[src/rtl/riscv_ctrl_pkg.sv]
// Shared decode encodings for the RV32 control-unit slice.
// Holds opcode constants, ALU_OP group codes, the IMM_SEL / WB_SEL /
// BRANCH_JUMP encodings, the pipe FSM state type and the control bundle
// that travels from the decoder into the register stage.
package riscv_ctrl_pkg;

    localparam logic [6:0] OPC_LUI    = 7'b0110111;
    localparam logic [6:0] OPC_AUIPC  = 7'b0010111;
    localparam logic [6:0] OPC_JAL    = 7'b1101111;
    localparam logic [6:0] OPC_JALR   = 7'b1100111;
    localparam logic [6:0] OPC_BRANCH = 7'b1100011;
    localparam logic [6:0] OPC_LOAD   = 7'b0000011;
    localparam logic [6:0] OPC_STORE  = 7'b0100011;
    localparam logic [6:0] OPC_OP_IMM = 7'b0010011;
    localparam logic [6:0] OPC_OP     = 7'b0110011;

    localparam logic [6:0] F7_BASE   = 7'b0000000;
    localparam logic [6:0] F7_ALT    = 7'b0100000;
    localparam logic [6:0] F7_MULDIV = 7'b0000001;

    // ALU_OP = {group, funct3}
    localparam logic [1:0] GRP_BASE    = 2'b00;
    localparam logic [1:0] GRP_ALT     = 2'b01;
    localparam logic [1:0] GRP_MULDIV  = 2'b10;
    localparam logic [1:0] GRP_SPECIAL = 2'b11;

    localparam logic [4:0] ALU_PASS_IMM = {GRP_SPECIAL, 3'b000};
    localparam logic [4:0] ALU_PC_IMM   = {GRP_SPECIAL, 3'b001};

    typedef enum logic [2:0] {
        IMM_NONE = 3'd0,
        IMM_I    = 3'd1,
        IMM_S    = 3'd2,
        IMM_B    = 3'd3,
        IMM_U    = 3'd4,
        IMM_J    = 3'd5
    } imm_sel_e;

    typedef enum logic [1:0] {
        WB_ALU = 2'd0,
        WB_MEM = 2'd1,
        WB_PC4 = 2'd2
    } wb_sel_e;

    localparam logic [3:0] BJ_NONE = 4'b0000;
    localparam logic [3:0] BJ_JAL  = 4'b0010;
    localparam logic [3:0] BJ_JALR = 4'b0011;

    // Conditional branches carry their compare type in the low bits.
    function automatic logic [3:0] bj_branch(input logic [2:0] funct3);
        return {1'b1, funct3};
    endfunction

    typedef enum logic {
        ST_RUN,
        ST_MULDIV_WAIT
    } state_e;

    typedef struct packed {
        logic [4:0] alu_op;
        imm_sel_e   imm_sel;
        logic       op1_sel;
        logic       op2_sel;
        wb_sel_e    wb_sel;
        logic       mem_read;
        logic       mem_write;
        logic [2:0] mem_size;
        logic [3:0] branch_jump;
        logic       write_enable;
        logic       illegal;
    } ctrl_t;

endpackage

[src/rtl/control_decode.sv]
// Pure combinational RV32I(+M) instruction decoder.
// Ports:
//   instruction  in  32  instruction word to decode
//   ctrl         out     decoded control bundle (illegal encodings yield an
//                        all-zero bundle with only the illegal flag set)
//   is_muldiv    out  1  legal M-extension op (needs the multi-cycle slot)
module control_decode
    import riscv_ctrl_pkg::*;
#(
    parameter int M_EXT = 1
) (
    input  logic [31:0] instruction,
    output ctrl_t       ctrl,
    output logic        is_muldiv
);

    logic [6:0] opcode;
    logic [6:0] funct7;
    logic [2:0] funct3;
    logic       rd_nz;
    logic       legal;
    logic       unused_operand_bits;

    assign opcode = instruction[6:0];
    assign funct3 = instruction[14:12];
    assign funct7 = instruction[31:25];
    assign rd_nz  = |instruction[11:7];

    // Register specifiers are consumed by the register file, not here.
    assign unused_operand_bits = ^instruction[24:15];

    always_comb begin
        ctrl.alu_op       = '0;
        ctrl.imm_sel      = IMM_NONE;
        ctrl.op1_sel      = 1'b0;
        ctrl.op2_sel      = 1'b0;
        ctrl.wb_sel       = WB_ALU;
        ctrl.mem_read     = 1'b0;
        ctrl.mem_write    = 1'b0;
        ctrl.mem_size     = '0;
        ctrl.branch_jump  = BJ_NONE;
        ctrl.write_enable = 1'b0;
        ctrl.illegal      = 1'b0;
        is_muldiv         = 1'b0;
        legal             = 1'b1;

        case (opcode)
            OPC_LUI: begin
                ctrl.alu_op       = ALU_PASS_IMM;
                ctrl.imm_sel      = IMM_U;
                ctrl.op2_sel      = 1'b1;
                ctrl.write_enable = rd_nz;
            end
            OPC_AUIPC: begin
                ctrl.alu_op       = ALU_PC_IMM;
                ctrl.imm_sel      = IMM_U;
                ctrl.op1_sel      = 1'b1;
                ctrl.op2_sel      = 1'b1;
                ctrl.write_enable = rd_nz;
            end
            OPC_JAL: begin
                ctrl.alu_op       = ALU_PC_IMM;
                ctrl.imm_sel      = IMM_J;
                ctrl.op1_sel      = 1'b1;
                ctrl.op2_sel      = 1'b1;
                ctrl.wb_sel       = WB_PC4;
                ctrl.branch_jump  = BJ_JAL;
                ctrl.write_enable = rd_nz;
            end
            OPC_JALR: begin
                // Target is rs1+imm, so operand 1 stays on rs1.
                if (funct3 == 3'b000) begin
                    ctrl.alu_op       = ALU_PC_IMM;
                    ctrl.imm_sel      = IMM_I;
                    ctrl.op2_sel      = 1'b1;
                    ctrl.wb_sel       = WB_PC4;
                    ctrl.branch_jump  = BJ_JALR;
                    ctrl.write_enable = rd_nz;
                end else begin
                    legal = 1'b0;
                end
            end
            OPC_BRANCH: begin
                // funct3 010/011 are unassigned branch encodings.
                if (funct3[2:1] != 2'b01) begin
                    ctrl.alu_op      = {GRP_BASE, funct3};
                    ctrl.imm_sel     = IMM_B;
                    ctrl.branch_jump = bj_branch(funct3);
                end else begin
                    legal = 1'b0;
                end
            end
            OPC_LOAD: begin
                if (funct3 inside {3'b000, 3'b001, 3'b010, 3'b100, 3'b101}) begin
                    ctrl.imm_sel      = IMM_I;
                    ctrl.op2_sel      = 1'b1;
                    ctrl.wb_sel       = WB_MEM;
                    ctrl.mem_read     = 1'b1;
                    ctrl.mem_size     = funct3;
                    ctrl.write_enable = rd_nz;
                end else begin
                    legal = 1'b0;
                end
            end
            OPC_STORE: begin
                if (funct3 inside {3'b000, 3'b001, 3'b010}) begin
                    ctrl.imm_sel   = IMM_S;
                    ctrl.op2_sel   = 1'b1;
                    ctrl.mem_write = 1'b1;
                    ctrl.mem_size  = funct3;
                end else begin
                    legal = 1'b0;
                end
            end
            OPC_OP_IMM: begin
                ctrl.alu_op       = {GRP_BASE, funct3};
                ctrl.imm_sel      = IMM_I;
                ctrl.op2_sel      = 1'b1;
                ctrl.write_enable = rd_nz;
                // Only the shift forms constrain funct7.
                if (funct3 == 3'b001) begin
                    if (funct7 != F7_BASE) legal = 1'b0;
                end else if (funct3 == 3'b101) begin
                    if (funct7 == F7_ALT) ctrl.alu_op = {GRP_ALT, funct3};
                    else if (funct7 != F7_BASE) legal = 1'b0;
                end
            end
            OPC_OP: begin
                ctrl.write_enable = rd_nz;
                if (funct7 == F7_BASE) begin
                    ctrl.alu_op = {GRP_BASE, funct3};
                end else if (funct7 == F7_ALT && (funct3 == 3'b000 || funct3 == 3'b101)) begin
                    ctrl.alu_op = {GRP_ALT, funct3};
                end else if (funct7 == F7_MULDIV && M_EXT != 0) begin
                    ctrl.alu_op = {GRP_MULDIV, funct3};
                    is_muldiv   = 1'b1;
                end else begin
                    legal = 1'b0;
                end
            end
            default: legal = 1'b0;
        endcase

        if (!legal) begin
            ctrl         = '0;
            ctrl.illegal = 1'b1;
            is_muldiv    = 1'b0;
        end
    end

endmodule

[src/rtl/control_unit_pipe.sv]
// Pipelined control unit: registers the decoded controls of each accepted
// instruction and holds the decode slot for MULDIV_CYCLES total cycles when
// an M-extension op is accepted.
// Ports:
//   CLK, RESET           clock / synchronous active-high reset
//   INSTRUCTION,IN_VALID incoming instruction and its valid
//   IN_READY             instruction accepted this cycle when IN_VALID high
//   STALL                hold all registered outputs and the M-op counter
//   FLUSH                drop registered op and any M-op in flight
//   OUT_VALID..ILLEGAL   registered control outputs
//   MULDIV_BUSY          an M op currently holds the decode slot
module control_unit_pipe
    import riscv_ctrl_pkg::*;
#(
    parameter int M_EXT         = 1,
    parameter int MULDIV_CYCLES = 4
) (
    input  logic        CLK,
    input  logic        RESET,
    input  logic [31:0] INSTRUCTION,
    input  logic        IN_VALID,
    output logic        IN_READY,
    input  logic        STALL,
    input  logic        FLUSH,
    output logic        OUT_VALID,
    output logic [4:0]  ALU_OP,
    output logic [2:0]  IMM_SEL,
    output logic        OP1_SEL,
    output logic        OP2_SEL,
    output logic [1:0]  WB_SEL,
    output logic        MEM_READ,
    output logic        MEM_WRITE,
    output logic [2:0]  MEM_SIZE,
    output logic [3:0]  BRANCH_JUMP,
    output logic        WRITE_ENABLE,
    output logic        ILLEGAL,
    output logic        MULDIV_BUSY
);

    localparam logic [3:0] MULDIV_LOAD = 4'(MULDIV_CYCLES - 1);

    ctrl_t      dec_ctrl;
    logic       dec_muldiv;
    ctrl_t      ctrl_q;
    logic       valid_q;
    state_e     state;
    logic [3:0] count;
    logic       accept;

    control_decode #(
        .M_EXT(M_EXT)
    ) u_decode (
        .instruction(INSTRUCTION),
        .ctrl       (dec_ctrl),
        .is_muldiv  (dec_muldiv)
    );

    assign IN_READY = (state == ST_RUN) & ~STALL & ~RESET;
    // FLUSH does not gate IN_READY but still blocks the accept.
    assign accept   = IN_VALID & IN_READY & ~FLUSH;

    always_ff @(posedge CLK) begin
        if (RESET) begin
            state   <= ST_RUN;
            count   <= '0;
            valid_q <= 1'b0;
            ctrl_q  <= '0;
        end else if (FLUSH) begin
            state   <= ST_RUN;
            count   <= '0;
            valid_q <= 1'b0;
            ctrl_q  <= '0;
        end else if (!STALL) begin
            if (accept) begin
                valid_q <= 1'b1;
                ctrl_q  <= dec_ctrl;
                if (dec_muldiv) begin
                    state <= ST_MULDIV_WAIT;
                    count <= MULDIV_LOAD;
                end
            end else begin
                valid_q <= 1'b0;
                ctrl_q  <= '0;
            end

            // accept is impossible in MULDIV_WAIT, so no conflict with the load above.
            if (state == ST_MULDIV_WAIT) begin
                if (count == 4'd1) begin
                    state <= ST_RUN;
                    count <= '0;
                end else begin
                    count <= count - 4'd1;
                end
            end
        end
    end

    assign OUT_VALID    = valid_q;
    assign ALU_OP       = ctrl_q.alu_op;
    assign IMM_SEL      = ctrl_q.imm_sel;
    assign OP1_SEL      = ctrl_q.op1_sel;
    assign OP2_SEL      = ctrl_q.op2_sel;
    assign WB_SEL       = ctrl_q.wb_sel;
    assign MEM_READ     = ctrl_q.mem_read;
    assign MEM_WRITE    = ctrl_q.mem_write;
    assign MEM_SIZE     = ctrl_q.mem_size;
    assign BRANCH_JUMP  = ctrl_q.branch_jump;
    assign WRITE_ENABLE = ctrl_q.write_enable;
    assign ILLEGAL      = ctrl_q.illegal;
    assign MULDIV_BUSY  = (state == ST_MULDIV_WAIT);

endmodule

[config.mk]
export PLATFORM = sky130hd
export DESIGN_NAME = control_unit_pipe
export DESIGN_NICKNAME = d
export VERILOG_FILES = /design/src/rtl/riscv_ctrl_pkg.sv /design/src/rtl/control_decode.sv /design/src/rtl/control_unit_pipe.sv
export SDC_FILE = /design/constraint.sdc
export NUM_CORES = 1
export LEC_CHECK = 0
export BUFFER_PORTS_ARGS = -buffer_cell sky130_fd_sc_hd__buf_2
export CORE_ASPECT_RATIO = 0.5
export CORE_MARGIN = 10
export CORE_UTILIZATION = 43
export DETAILED_ROUTE_END_ITERATION = 7
export GPL_TIMING_DRIVEN = 0
export MAX_ROUTING_LAYER = met4
export PLACE_DENSITY = 0.79
export RECOVER_POWER = 100
export REMOVE_ABC_BUFFERS = 1
export SYNTH_ARGS = -nofsm -noshare
export SYNTH_HDL_FRONTEND = slang
export SYNTH_SLANG_ARGS = --single-unit
[constraint.sdc]
create_clock -name CLK -period 1.7 [get_ports CLK]
set_clock_uncertainty 0.05 [all_clocks]
set_input_delay 0.17 -clock CLK [delete_from_list [all_inputs] [get_ports CLK]]
set_output_delay 0.17 -clock CLK [all_outputs]
set_load 0.1 [all_outputs]
### Word-level counts from Yosys, hierarchy flattened

Index checks and enable logic that the tools add are counted.

| operators by class | value |
|---|---|
| muxes and demuxes | 54 |
| equal/unequal tests | 17 |
| bitwise gates (word level) | 8 |
| $add $sub $neg | 1 |
| reductions and logical operators | 17 |

Operators with widths:

| operator | count |
|---|---|
| $mux 23 | 2 |
| $mux 4 | 8 |
| $pmux 5 s6 | 1 |
| $eq 7x6->1 const B | 4 |
| $mux 1 | 25 |
| $mux 5 | 5 |
| $eq 7x7->1 const B | 3 |
| $pmux 3 s7 | 1 |
| $eq 7x5->1 const B | 2 |
| $pmux 4 s3 | 1 |
| $reduce_or 5->1 | 2 |
| $mux 3 | 3 |
| $mux 8 | 1 |
| $eq 7x1->1 const B | 1 |
| $eq 7x2->1 const B | 1 |
| $logic_not 7->1 | 1 |
| $pmux 1 s7 | 1 |
| $reduce_bool 7->1 | 1 |
| $eq 3x3->1 const B | 2 |
| $mux 6 | 1 |
| $pmux 2 s3 | 1 |
| $pmux 3 s2 | 1 |
| $reduce_or 2->1 | 3 |
| $reduce_bool 5->1 | 1 |
| other kinds (18) | 25 |

| word-level totals | value |
|---|---|
| register bits after elaboration | 29 |
| output and inout bits | 26 |
| word-level logic and storage cells | 111 |

### Depth between registers and ports, before layout

Gate-level depths: netlist of run 1.

| depth | value |
|---|---|
| depth in word-level cells | 11 |
| gate-level depth with buffers | 7 |
| depth with buffers taken out | 6 |

### By module

Synthesis of run 1 repeated with hierarchy kept, for this count alone.

| second synthesis, totals | value |
|---|---|
| cell total of the unflattened synthesis | 201 |
| area total of the unflattened synthesis | 1686.6 um2 |

Modules (own cells, without submodules):

| module | cells each | area each (um2) | sequential area each (um2) | times used |
|---|---|---|---|---|
| control_unit_pipe | 119 | 1159.9 | 580.6 | 1 |
| control_decode | 82 | 526.8 | 0.0 | 1 |

### Worst setup path after synthesis of run 1

OpenSTA, ideal clock, no wires.

| timing | value |
|---|---|
| path type | register to register |
| start point | reg state (netlist: MULDIV_BUSY) |
| end point | reg count[3] |
| period minus slack after synthesis | 4.676 ns |
| slack | -2.976 ns |
| stages on the path, launching flop included | 7 |
| data required time | 1.518 ns |
| data arrival time | 4.493 ns |
| buffers on the path | 0 |
| library setup time | 0.132 ns |
| cell sequence | dfxtp_1 -> nor3_1 -> nand3b_1 -> nor4_1 -> nor2_1 -> o21ai_0 -> a21oi_1 |

| between the ends | value |
|---|---|
| longest elaborated chain between the ends | 7 |

RTL lines:

| element | RTL line | text |
|---|---|---|
| start, declared | control_unit_pipe.sv:46 | `state_e state;` |
| start signal, assigned | control_unit_pipe.sv:64 | `state <= ST_RUN;` |
| start signal, assigned | control_unit_pipe.sv:69 | `state <= ST_RUN;` |
| start signal, assigned | control_unit_pipe.sv:78 | `state <= ST_MULDIV_WAIT;` |
| $not 1->1 | control_unit_pipe.sv:58 | `assign IN_READY = (state == ST_RUN) & ~STALL & ~RESET;` |
| $and 1x1->1 (2 in series) | control_unit_pipe.sv:58 |  |
| via IN_READY | control_unit_pipe.sv:22 | `output logic IN_READY,` |
| $and 1x1->1 (2 in series) | control_unit_pipe.sv:60 | `assign accept = IN_VALID & IN_READY & ~FLUSH;` |
| $reduce_bool 2->1 (no line) | n/a |  |
| $reduce_and 3->1 (no line) | n/a |  |
| end signal, assigned | control_unit_pipe.sv:92 | `count <= count - 4'd1;` |
| end, declared | control_unit_pipe.sv:47 | `logic [3:0] count;` |

The timed path passes the listed nets, and every way through them passes these cells.
A chain may end at the register's enable or synchronous reset.

### Worst setup path after layout of run 1

| timing | value |
|---|---|
| start point | in INSTRUCTION[5] |
| end point | reg ctrl_q (netlist bit OP2_SEL) |

| between the ends | value |
|---|---|
| longest elaborated chain between the ends | 5 |

RTL lines:

| element | RTL line | text |
|---|---|---|
| start, declared | control_unit_pipe.sv:20 | `input logic [31:0] INSTRUCTION,` |
| $eq 7x6->1 (tied with other cells) | control_decode.sv:47 | `case (opcode)` |
| $reduce_or 3->1 (no line) or $reduce_or 4->1 (tied branches) | n/a |  |
| $pmux 1 s7 or $pmux 1 s4 (tied branches) | control_decode.sv:47 |  |
| $mux 23 (*) | control_decode.sv:144 | `if (!legal) begin` |
| $mux 23 (*) | control_unit_pipe.sv:74 | `if (accept) begin` |
| end signal, assigned | control_unit_pipe.sv:76 | `ctrl_q <= dec_ctrl;` |
| end, declared | control_unit_pipe.sv:44 | `ctrl_t ctrl_q;` |

Mark *: on every way between the ends. The rest lies on a longest branch, timed or not.

==> results of run 1 <==
-- state kept, by name (all words and copies together) (netlist names) --
register / flops
ALU_OP: 5
BRANCH_JUMP: 4
count: 4
IMM_SEL: 3
MEM_SIZE: 3
WB_SEL: 2
ILLEGAL: 1
MEM_READ: 1
MEM_WRITE: 1
MULDIV_BUSY: 1
OP1_SEL: 1
OP2_SEL: 1
OUT_VALID: 1
WRITE_ENABLE: 1
-- routing by layer --
metal  GRT usage, %  share of wire (%)
met3           4.87                8.1
met1           18.2                 44
met2           22.9                 46
met4           5.20                1.4
met5              -                  0
-- cell families (layout without fill, tap and decap cells) --
group	Yosys count	count (layout)	synth area share (%)
adder cells (fa/ha/maj)	2	2	1.56
AO/OA/AOI/OAI	55	55	22.6
flip-flops	29	29	36.3
AND/OR/NAND/NOR	105	105	34.8
buffers and inverters	17	73	4.15
XOR/XNOR	1	1	0.548
-- power breakdown --
group	total [mW]	internal (mW)	switching, mW
registers	0.681	0.680	0.000399
logic	0.186	0.0631	0.123
clock network	0.577	0.321	0.257
total	1.44	1.06	0.380
-- worst max-delay path: stages --
cell	delay [ns]
buf_2	0.21
and3b_1	0.35
a21oi_1	0.16
a21oi_2	0.28
buf_4	0.19
nor3b_1	0.05
or3_1	0.30
a21oi_1	0.11
-- metrics by stage --
stage / setup WS (ns) / util, % / instances
2_1_floorplan: -2.98 / - / 197
3_3_place_gp: -0.825 / 53.4 / 300
3_5_place_dp: -0.836 / 53.4 / 300
4_1_cts: 0.00698 / 58.4 / 313
5_1_grt: -0.0103 / 60.5 / 316
6_report: 0.0328 / 60.5 / 316
-- area by class of cell --
class | instances | share of cell area, %
clock buffers | 7 | 4.07
inverters | 5 | 0.884
multi-input cells | 163 | 48.9
flip-flops and latches | 29 | 27.4
well taps | 51 | 3.01
repair buffers | 61 | 15.7
-- how the worst max path moves through the flow --
| stage | slack, ns | end |
|---|---|---|
| finish | 0.03 | OP2_SEL |
| global route | -0.01 | OP2_SEL |
| CTS | 0.007 | IMM_SEL[0] |
| detailed placement | -0.84 | count[3] |
| global placement | -0.82 | count[2] |
| floorplan | -2.98 | count[2] |
-- repair_timing --
action,4_1_cts,5_1_grt
setup buffers,6,3
setup endpoints to repair,21,14
pin swaps,5,13
resized for setup,8,14
endpoints found under the hold margin,0,0
-- layout by cell type (no fill, tap or decap), types with 3 or more instances in the layout --
cell type | netlist | routed
nand3b_1 | 3 | 3
a22oi_1 | 6 | 6
nor3_1 | 11 | 7
nor3b_1 | 4 | 4
nand2_1 | 22 | 21
nor2b_1 | 4 | 4
nand3_1 | 5 | 5
nor2_1 | 26 | 25
clkbuf_8 | 0 | 6
a21oi_1 | 19 | 19
dfxtp_1 | 29 | 28
and3_1 | 4 | 4
nand2b_1 | 6 | 6
nand4_1 | 4 | 4
buf_2 | 2 | 51
buf_4 | 0 | 9
inv_1 | 5 | 5
o21ai_0 | 10 | 8
nor3_2 | 1 | 3
==> parameters.txt, run 1 <==
Parameter                              Value

Outcome
  Run status ... completed

Synth
  Post-synthesis sequential area ratio ... 36.3%
  Fraction of synthesis flops using an asynchronous set or reset pin ... 0%
  Avg Cell Area, Syn ... 7.65 um^2
  Cells taking the most area after synthesis ... dfxtp_1, nor2_1, a21oi_1, nand2_1, nor3_1
  Most used standard cell by instance count after synthesis ... dfxtp_1
  Portion of synthesized cell area occupied by the leading cell type ... 36.3%
  Number of warnings printed during yosys synthesis ... 0
  Most instantiated flip-flop cell in the synthesis netlist ... dfxtp_1
  Number of distinct library cells after synthesis ... 48
  Post-synth design cell area ... 0.00160 mm^2
  Largest area contributor in the netlist ... dfxtp_1
  Flop and latch count out of synthesis ... 29
  Cells after synthesis ... 209
  Post-synth top cells ... dfxtp_1, nor2_1, nand2_1
  Number of enable flip-flop cells after synthesis ... 0

Final layout
  Area added between synthesis and finish ... 32.8%
  Number of fill cells ... 321
  Finished Cell Area ... 0.00212 mm^2
  Nets ... 304
  Area taken by flip-flops and latches ... 582 um^2
  Area of the multi-input gates ... 0.00104 mm^2
  Ant diodes ... 0
  Share of cells above drive strength 1 ... 32.1%

STA
  Setup TNS ... 0 ns
  FMAX ... 600 MHz
  Part of the cycle the worst path needs ... 98.1%
  Final slew viol count ... 0
  Worst-case hold slack ... 0.157 ns
  Period minus WS final ... 1.67 ns
  Hold violation total from the final report ... 0
  Actual transition at the worst max-transition pin ... 0.496 ns
  Tightest slew margin relative to the limit ... 67.2%
  Final count of negative-setup-slack endpoints ... 0

Floorplan
  Floorplan row count ... 15
  Initial standard-cell utilization of the core ... 45.6%
  Die Span X ... 106 um
  Die area ... 0.00671 mm^2
  Die extent in y ... 63.1 um
  IO Pins ... 63
  Floorplan Core Area ... 0.00351 mm^2

Clock tree
  Clock tree root driver cell ... clkbuf_8
  Clock Sink Count ... 29
  Clock transition time at the flip-flop clock pins of the worst setup and hold paths ... 0.06 ns
  Number of buffers added by the clock tree synthesis step ... 5
  Largest buffer count on any clock path ... 2
  Insertion delay of the later-clocked pin in the worst-skew pair ... 0.27 ns
  Hold buffer count at CTS ... 0
  TritonCTS clock tree ... built
  Number of levels the H-tree was split into ... 2

Power and ir drop
  Maximum ir drop on the vdd rail ... 0.000311 V
  Pwr/cell area ... 680 mW/mm^2
  Total design power ... 1.44 mW
  Leak ... 0.867 nW

Detailed routing
  Total number of vias ... 1834
  TritonRoute pass-1 iters ... 5
  Number of antenna-violating nets in the routed design ... 0
  Final routed DRC violation total ... 0
  Drt first-iter violations ... 199
  Total Wirelength ... 5220 um
  Average routed wire per standard cell ... 16.5 um
  Vias per cell ... 5.80

Global routing
  Number of global-route vias before repair ... 1716
  First-pass GRT wire length ... 8140 um
  Total Routing Usage GR ... 15.0%
  Largest net degree at the start of global routing ... 24
  Antenna violations before repair ... 0
  Leftover overflow at the end of global routing ... 0

Placed design
  Placed inst area ... 0.00188 mm^2
  Final RePlAce weighted congestion ... 0.897
  Count of buffers inserted at the top-level ports ... 52
  DPL Wire Length ... 3740 um

Worst setup path
  Worst-path maximum fanout ... 12
  WP data arrival ... 1.82 ns
  Worst reg2reg endpoint ... MEM_SIZE[0]
  Nature of the critical path endpoint ... flip-flop
  Launch instance of the worst register-to-register path ... MULDIV_BUSY
  Slack of the worst reg-to-reg path ... 0.08 ns
  Startpoint types ... input port
  Number of cells traversed by the worst register-to-register path ... 6
  Launching instance or port of the critical path ... INSTRUCTION[5]
  Kind of critical path ... in -> reg
  Worst EP required ... 1.86 ns

Min path
  Sink of the worst hold path ... OUT_VALID
  Hold Path Stages ... 3
  Class of the worst hold path ... in -> reg
  Origin of the worst min-delay path ... IN_VALID

Run
  Max-cap violation count ... 0
(Power assumes the default switching activity.)
==> run 2: changes to the inputs <==
--- a/config.mk
+++ b/config.mk
@@ -5,14 +5,14 @@
 export SDC_FILE = /design/constraint.sdc
 export NUM_CORES = 1
 export LEC_CHECK = 0
-export BUFFER_PORTS_ARGS = -buffer_cell sky130_fd_sc_hd__buf_2
 export CORE_ASPECT_RATIO = 0.5
 export CORE_MARGIN = 10
-export CORE_UTILIZATION = 43
+export CORE_UTILIZATION = 56
 export DETAILED_ROUTE_END_ITERATION = 7
+export DONT_BUFFER_PORTS = 1
 export GPL_TIMING_DRIVEN = 0
 export MAX_ROUTING_LAYER = met4
-export PLACE_DENSITY = 0.79
+export PLACE_DENSITY = 0.78
 export RECOVER_POWER = 100
 export REMOVE_ABC_BUFFERS = 1
 export SYNTH_ARGS = -nofsm -noshare
==> parameters.txt, run 2 (synthesized netlist as in run 1, its figures left out) <==
Parameter                              Value

Detailed routing
  Vias per cell ... 6.37
  Total number of vias ... 1625
  Drt first-iter violations ... 144
  Final routed DRC violation total ... 0
  TritonRoute pass-1 iters ... 4
  Average routed wire per standard cell ... 20.4 um
  Total Wirelength ... 5210 um
  Number of antenna-violating nets in the routed design ... 0

Final layout
  Area added between synthesis and finish ... 21.4%
  Nets ... 256
  Ant diodes ... 0
  Final std cells w/o fill ... 255
  Number of fill cells ... 203
  Flip-flop count of the largest register, all copies and words added ... 5
  Most frequent cells in the layout ... dfxtp_1, nor2_1, nand2_1
  Leading cell type in the layout, fill and taps excluded ... dfxtp_1
  Share of cells above drive strength 1 ... 17.9%

STA
  RSZ-0062 raised after global routing ... yes
  Hold violation total from the final report ... 0
  Final count of negative-setup-slack endpoints ... 9
  Actual transition at the worst max-transition pin ... 1.01 ns
  Part of the cycle the worst path needs ... 106%
  Slack of the critical path ... -0.105 ns
  Final slew viol count ... 0
  FMAX ... 554 MHz
  Period minus WS final ... 1.81 ns
  Tightest slew margin relative to the limit ... 32.8%

Power and ir drop
  Switching Power ... 0.341 mW
  Share of total power in sequential cells ... 44.3%
  Leak ... 0.647 nW
  Switching fraction of total power ... 22.0%
  Relative contribution of the clock network to total power ... 47.7%
  Total design power ... 1.55 mW
  Internal portion of total power ... 1.21 mW
  Pwr/cell area ... 796 mW/mm^2
  Maximum ir drop on the vdd rail ... 0.000411 V
  Logic pwr share ... 8.0%

Outcome
  Violated checks ... setup timing
  Run status ... finished with violations

Clock tree
  TritonCTS clock tree ... built
  Clock tree root driver cell ... clkbuf_8
  Largest buffer count on any clock path ... 2
  Clock transition time at the flip-flop clock pins of the worst setup and hold paths ... 0.06 ns
  Number of levels the H-tree was split into ... 2
  Clock Sink Count ... 29
  Number of buffers added by the clock tree synthesis step ... 5
  Insertion delay of the later-clocked pin in the worst-skew pair ... 0.28 ns

Global routing
  Total Routing Usage GR ... 18.8%
  First-pass GRT wire length ... 8030 um
  Antenna violations before repair ... 0
  Number of global-route vias before repair ... 1573
  Leftover overflow at the end of global routing ... 0
  Largest net degree at the start of global routing ... 24

Floorplan
  Die Span X ... 95.6 um
  Floorplan Core Area ... 0.00267 mm^2
  Initial standard-cell utilization of the core ... 59.9%
  Die extent in y ... 57.8 um
  Floorplan row count ... 13
  IO Pins ... 63
  Die area ... 0.00552 mm^2

Placed design
  Final RePlAce weighted congestion ... 0.923
  Count of buffers inserted at the top-level ports ... 0
  DPL Wire Length ... 3500 um
  # placed instances ... 235

Worst setup path
  Worst EP required ... 1.86 ns
  WP data arrival ... 1.97 ns
  Worst-path maximum fanout ... 7
  Startpoint types ... flip-flop
  Kind of critical path ... reg -> reg
  Nature of the critical path endpoint ... flip-flop

Run
  Max-cap violation count ... 0

Min path
  Class of the worst hold path ... in -> reg
-- run 2: power by group through the flow --
stage          Sequential, mW  Combinational (mW)  Clock [mW]
3_3_place_gp            0.702              0.0843           0
2_1_floorplan           0.702              0.0709           0
5_1_grt                 0.685               0.132       0.781
4_1_cts                 0.685               0.110       0.752
3_5_place_dp            0.702              0.0897           0
6_report                0.685               0.123       0.738
-- run 2: metal layers --
metal | track usage [%] | vias up | part of all wire, %
li1 | - | 780 | -
met1 | 22.3 | 746 | 42
met2 | 28.2 | 87 | 45
met3 | 8.34 | 12 | 11
met4 | 5.64 | 0 | 1.6
met5 | - | - | 0
-- run 2: timing repair --
item                       in CTS  in global routing
resized for setup              14                 14
setup buffers                   5                  3
hold buffers                    3                  1
pin swaps                      10                 13
setup endpoints to repair      29                 18
hold endpoints to repair       13                  1
-- run 2: cell type report --
type	instances	area (um^2)	share of cell area [%]
inverter	5	18.8	0.966
tap	37	46.3	2.38
multi-input combinational	163	1050	54.1
clock buffer	7	86.3	4.45
clock inverter	1	30.0	1.55
sequential	29	584	30.1
timing repair buffer	13	126	6.51
-- run 2: final timing paths --
check | startpoint | to | slack [ns] | cells after the start
worst max register to register | MULDIV_BUSY | ALU_OP[3] | -0.11 | 7
worst min register to register | count[3] | count[3] | 0.46 | 2
worst max-delay path | MULDIV_BUSY | ALU_OP[3] | -0.11 | 7
worst min-delay path | STALL | OP1_SEL | 0.01 | 2
-- run 2: per-stage QoR --
step | utilization, % | cell area (um^2) | hold slack [ns] | TNS [ns] | worst slack, ns
after floorplan | - | 1550 | 0.256 | -74.07 | -2.98
after global placement | 59.9 | 1600 | 0.263 | -88.86 | -3.88
after detailed placement | 60.6 | 1620 | 0.268 | -19.40 | -1.31
after CTS | 69.4 | 1850 | 0.00102 | -0.150 | -0.0247
after global routing | 72.8 | 1940 | 0.0227 | -1.38 | -0.157
final | 72.8 | 1940 | 0.0104 | -0.352 | -0.105
-- run 2: critical path, stage by stage (launching register included) --
cell and delay [ns]:
dfxtp_4 0.47, nor3_4 0.19, buf_4 0.15, nand2_4 0.06, nor2_4 0.14, nand4_1 0.15, or3_4 0.38, o21ai_1 0.14
==> run 3: changes to the inputs <==
--- a/config.mk
+++ b/config.mk
@@ -11,7 +11,6 @@
 export DETAILED_ROUTE_END_ITERATION = 7
 export DONT_BUFFER_PORTS = 1
 export GPL_TIMING_DRIVEN = 0
-export MAX_ROUTING_LAYER = met4
 export PLACE_DENSITY = 0.78
 export RECOVER_POWER = 100
 export REMOVE_ABC_BUFFERS = 1
==> parameters.txt, run 3 (synthesized netlist as in run 1, its figures left out) <==
Parameter                              Value

Placed design
  DPL Wire Length ... 3410 um
  Placed inst area ... 0.00162 mm^2
  # placed instances ... 235
  Count of buffers inserted at the top-level ports ... 0
  Place WS ... -1.29 ns
  Final RePlAce weighted congestion ... 0.908

Floorplan
  Die Span X ... 95.6 um
  IO Pins ... 63
  Initial standard-cell utilization of the core ... 59.9%
  Die area ... 0.00552 mm^2
  Floorplan row count ... 13
  Die extent in y ... 57.8 um
  Floorplan Core Area ... 0.00267 mm^2

Power and ir drop
  Pwr/cell area ... 825 mW/mm^2
  Total design power ... 1.54 mW
  Maximum ir drop on the vdd rail ... 0.000505 V
  Leak ... 0.609 nW

Worst setup path
  Worst-path maximum fanout ... 7
  WP data arrival ... 1.90 ns
  Nature of the critical path endpoint ... flip-flop
  Kind of critical path ... reg -> reg
  Startpoint types ... flip-flop
  Worst EP required ... 1.86 ns

Global routing
  Layer with the highest usage after global routing ... met2
  Leftover overflow at the end of global routing ... 0
  Total Routing Usage GR ... 18.0%
  Routing usage on met1 ... 20.9%
  Fraction of met3 tracks used by global routing ... 10.3%
  First-pass GRT wire length ... 7840 um
  Number of global-route vias before repair ... 1506
  Antenna violations before repair ... 0
  Largest net degree at the start of global routing ... 24
  Met2 Usage GRT ... 27.5%

Clock tree
  Clock tree root driver cell ... clkbuf_8
  Clock transition time at the flip-flop clock pins of the worst setup and hold paths ... 0.06 ns
  Clock Sink Count ... 29
  TritonCTS clock tree ... built
  Largest buffer count on any clock path ... 2
  Insertion delay of the later-clocked pin in the worst-skew pair ... 0.28 ns
  Number of levels the H-tree was split into ... 2
  Number of buffers added by the clock tree synthesis step ... 5

STA
  Period minus WS final ... 1.74 ns
  Actual transition at the worst max-transition pin ... 0.988 ns
  Worst-case hold slack ... 0.00392 ns
  FMAX ... 574 MHz
  Slack of the critical path ... -0.0421 ns
  Hold violation total from the final report ... 0
  Part of the cycle the worst path needs ... 102%
  Final slew viol count ... 0
  RSZ-0062 raised after global routing ... yes
  Setup TNS ... -0.133 ns
  Final count of negative-setup-slack endpoints ... 4
  Tightest slew margin relative to the limit ... 34.1%

Min path
  Class of the worst hold path ... in -> reg

Final layout
  Final Core Density ... 69.9%
  Leading cell type in the layout, fill and taps excluded ... dfxtp_1
  Share of cells above drive strength 1 ... 14.9%
  Nets ... 253
  Finished Cell Area ... 0.00186 mm^2
  Ant diodes ... 0
  Flip-flop count of the largest register, all copies and words added ... 5
  Final std cells w/o fill ... 252
  Area added between synthesis and finish ... 16.6%
  Most frequent cells in the layout ... dfxtp_1, nor2_1, nand2_1

Detailed routing
  Final routed DRC violation total ... 0
  TritonRoute pass-1 iters ... 5
  Total number of vias ... 1593
  Vias per cell ... 6.32
  Average routed wire per standard cell ... 19.9 um
  Drt first-iter violations ... 101
  Number of antenna-violating nets in the routed design ... 0
  Total Wirelength ... 5010 um

Outcome
  Violated checks ... setup timing
  Run status ... finished with violations

Run
  Max-cap violation count ... 0
-- run 3: final timing paths --
| path | slack (ns) | from | cells after the start | endpoint |
|---|---|---|---|---|
| setup / recovery | -0.04 | MULDIV_BUSY | 5 | IMM_SEL[0] |
| hold / removal | 0.004 | INSTRUCTION[14] | 1 | ALU_OP[2] |
| setup reg to reg | -0.04 | MULDIV_BUSY | 5 | IMM_SEL[0] |
| hold reg to reg | 0.45 | count[3] | 2 | count[3] |
-- run 3: power breakdown --
group,total (mW),switching (mW),internal [mW]
clock,0.737,0.260,0.477
combinational,0.116,0.0713,0.0443
sequential,0.685,0.00645,0.679
-- run 3: metal layers --
metal | share of wire (%) | up-vias
li1 | - | 772
met1 | 39 | 737
met2 | 46 | 79
met3 | 14 | 5
met4 | 0.74 | 0
met5 | 0 | -
-- run 3: worst max-delay path, cell delays in order (launching register included) --
cell	delay [ns]
dfxtp_4	0.47
nor3_4	0.17
nand3b_1	0.21
clkbuf_2	0.26
or3_1	0.39
a21oi_1	0.14
-- run 3: final cells by class --
class	count	area, um^2
clock inverter	1	30.0
clock buffer	7	86.3
multi-input combinational	163	1010
tap	37	46.3
timing repair buffer	10	85.1
fill	230	803
inverter	5	18.8
sequential	29	584
-- run 3: what timing repair did --
action / 4_1_cts / 5_1_grt
hold endpoints to repair: 13 / 0
hold buffers: 2 / 0
endpoints found under the setup margin: 29 / 14
pin swaps: 10 / 9
setup buffers: 6 / 1
resized for setup: 11 / 7
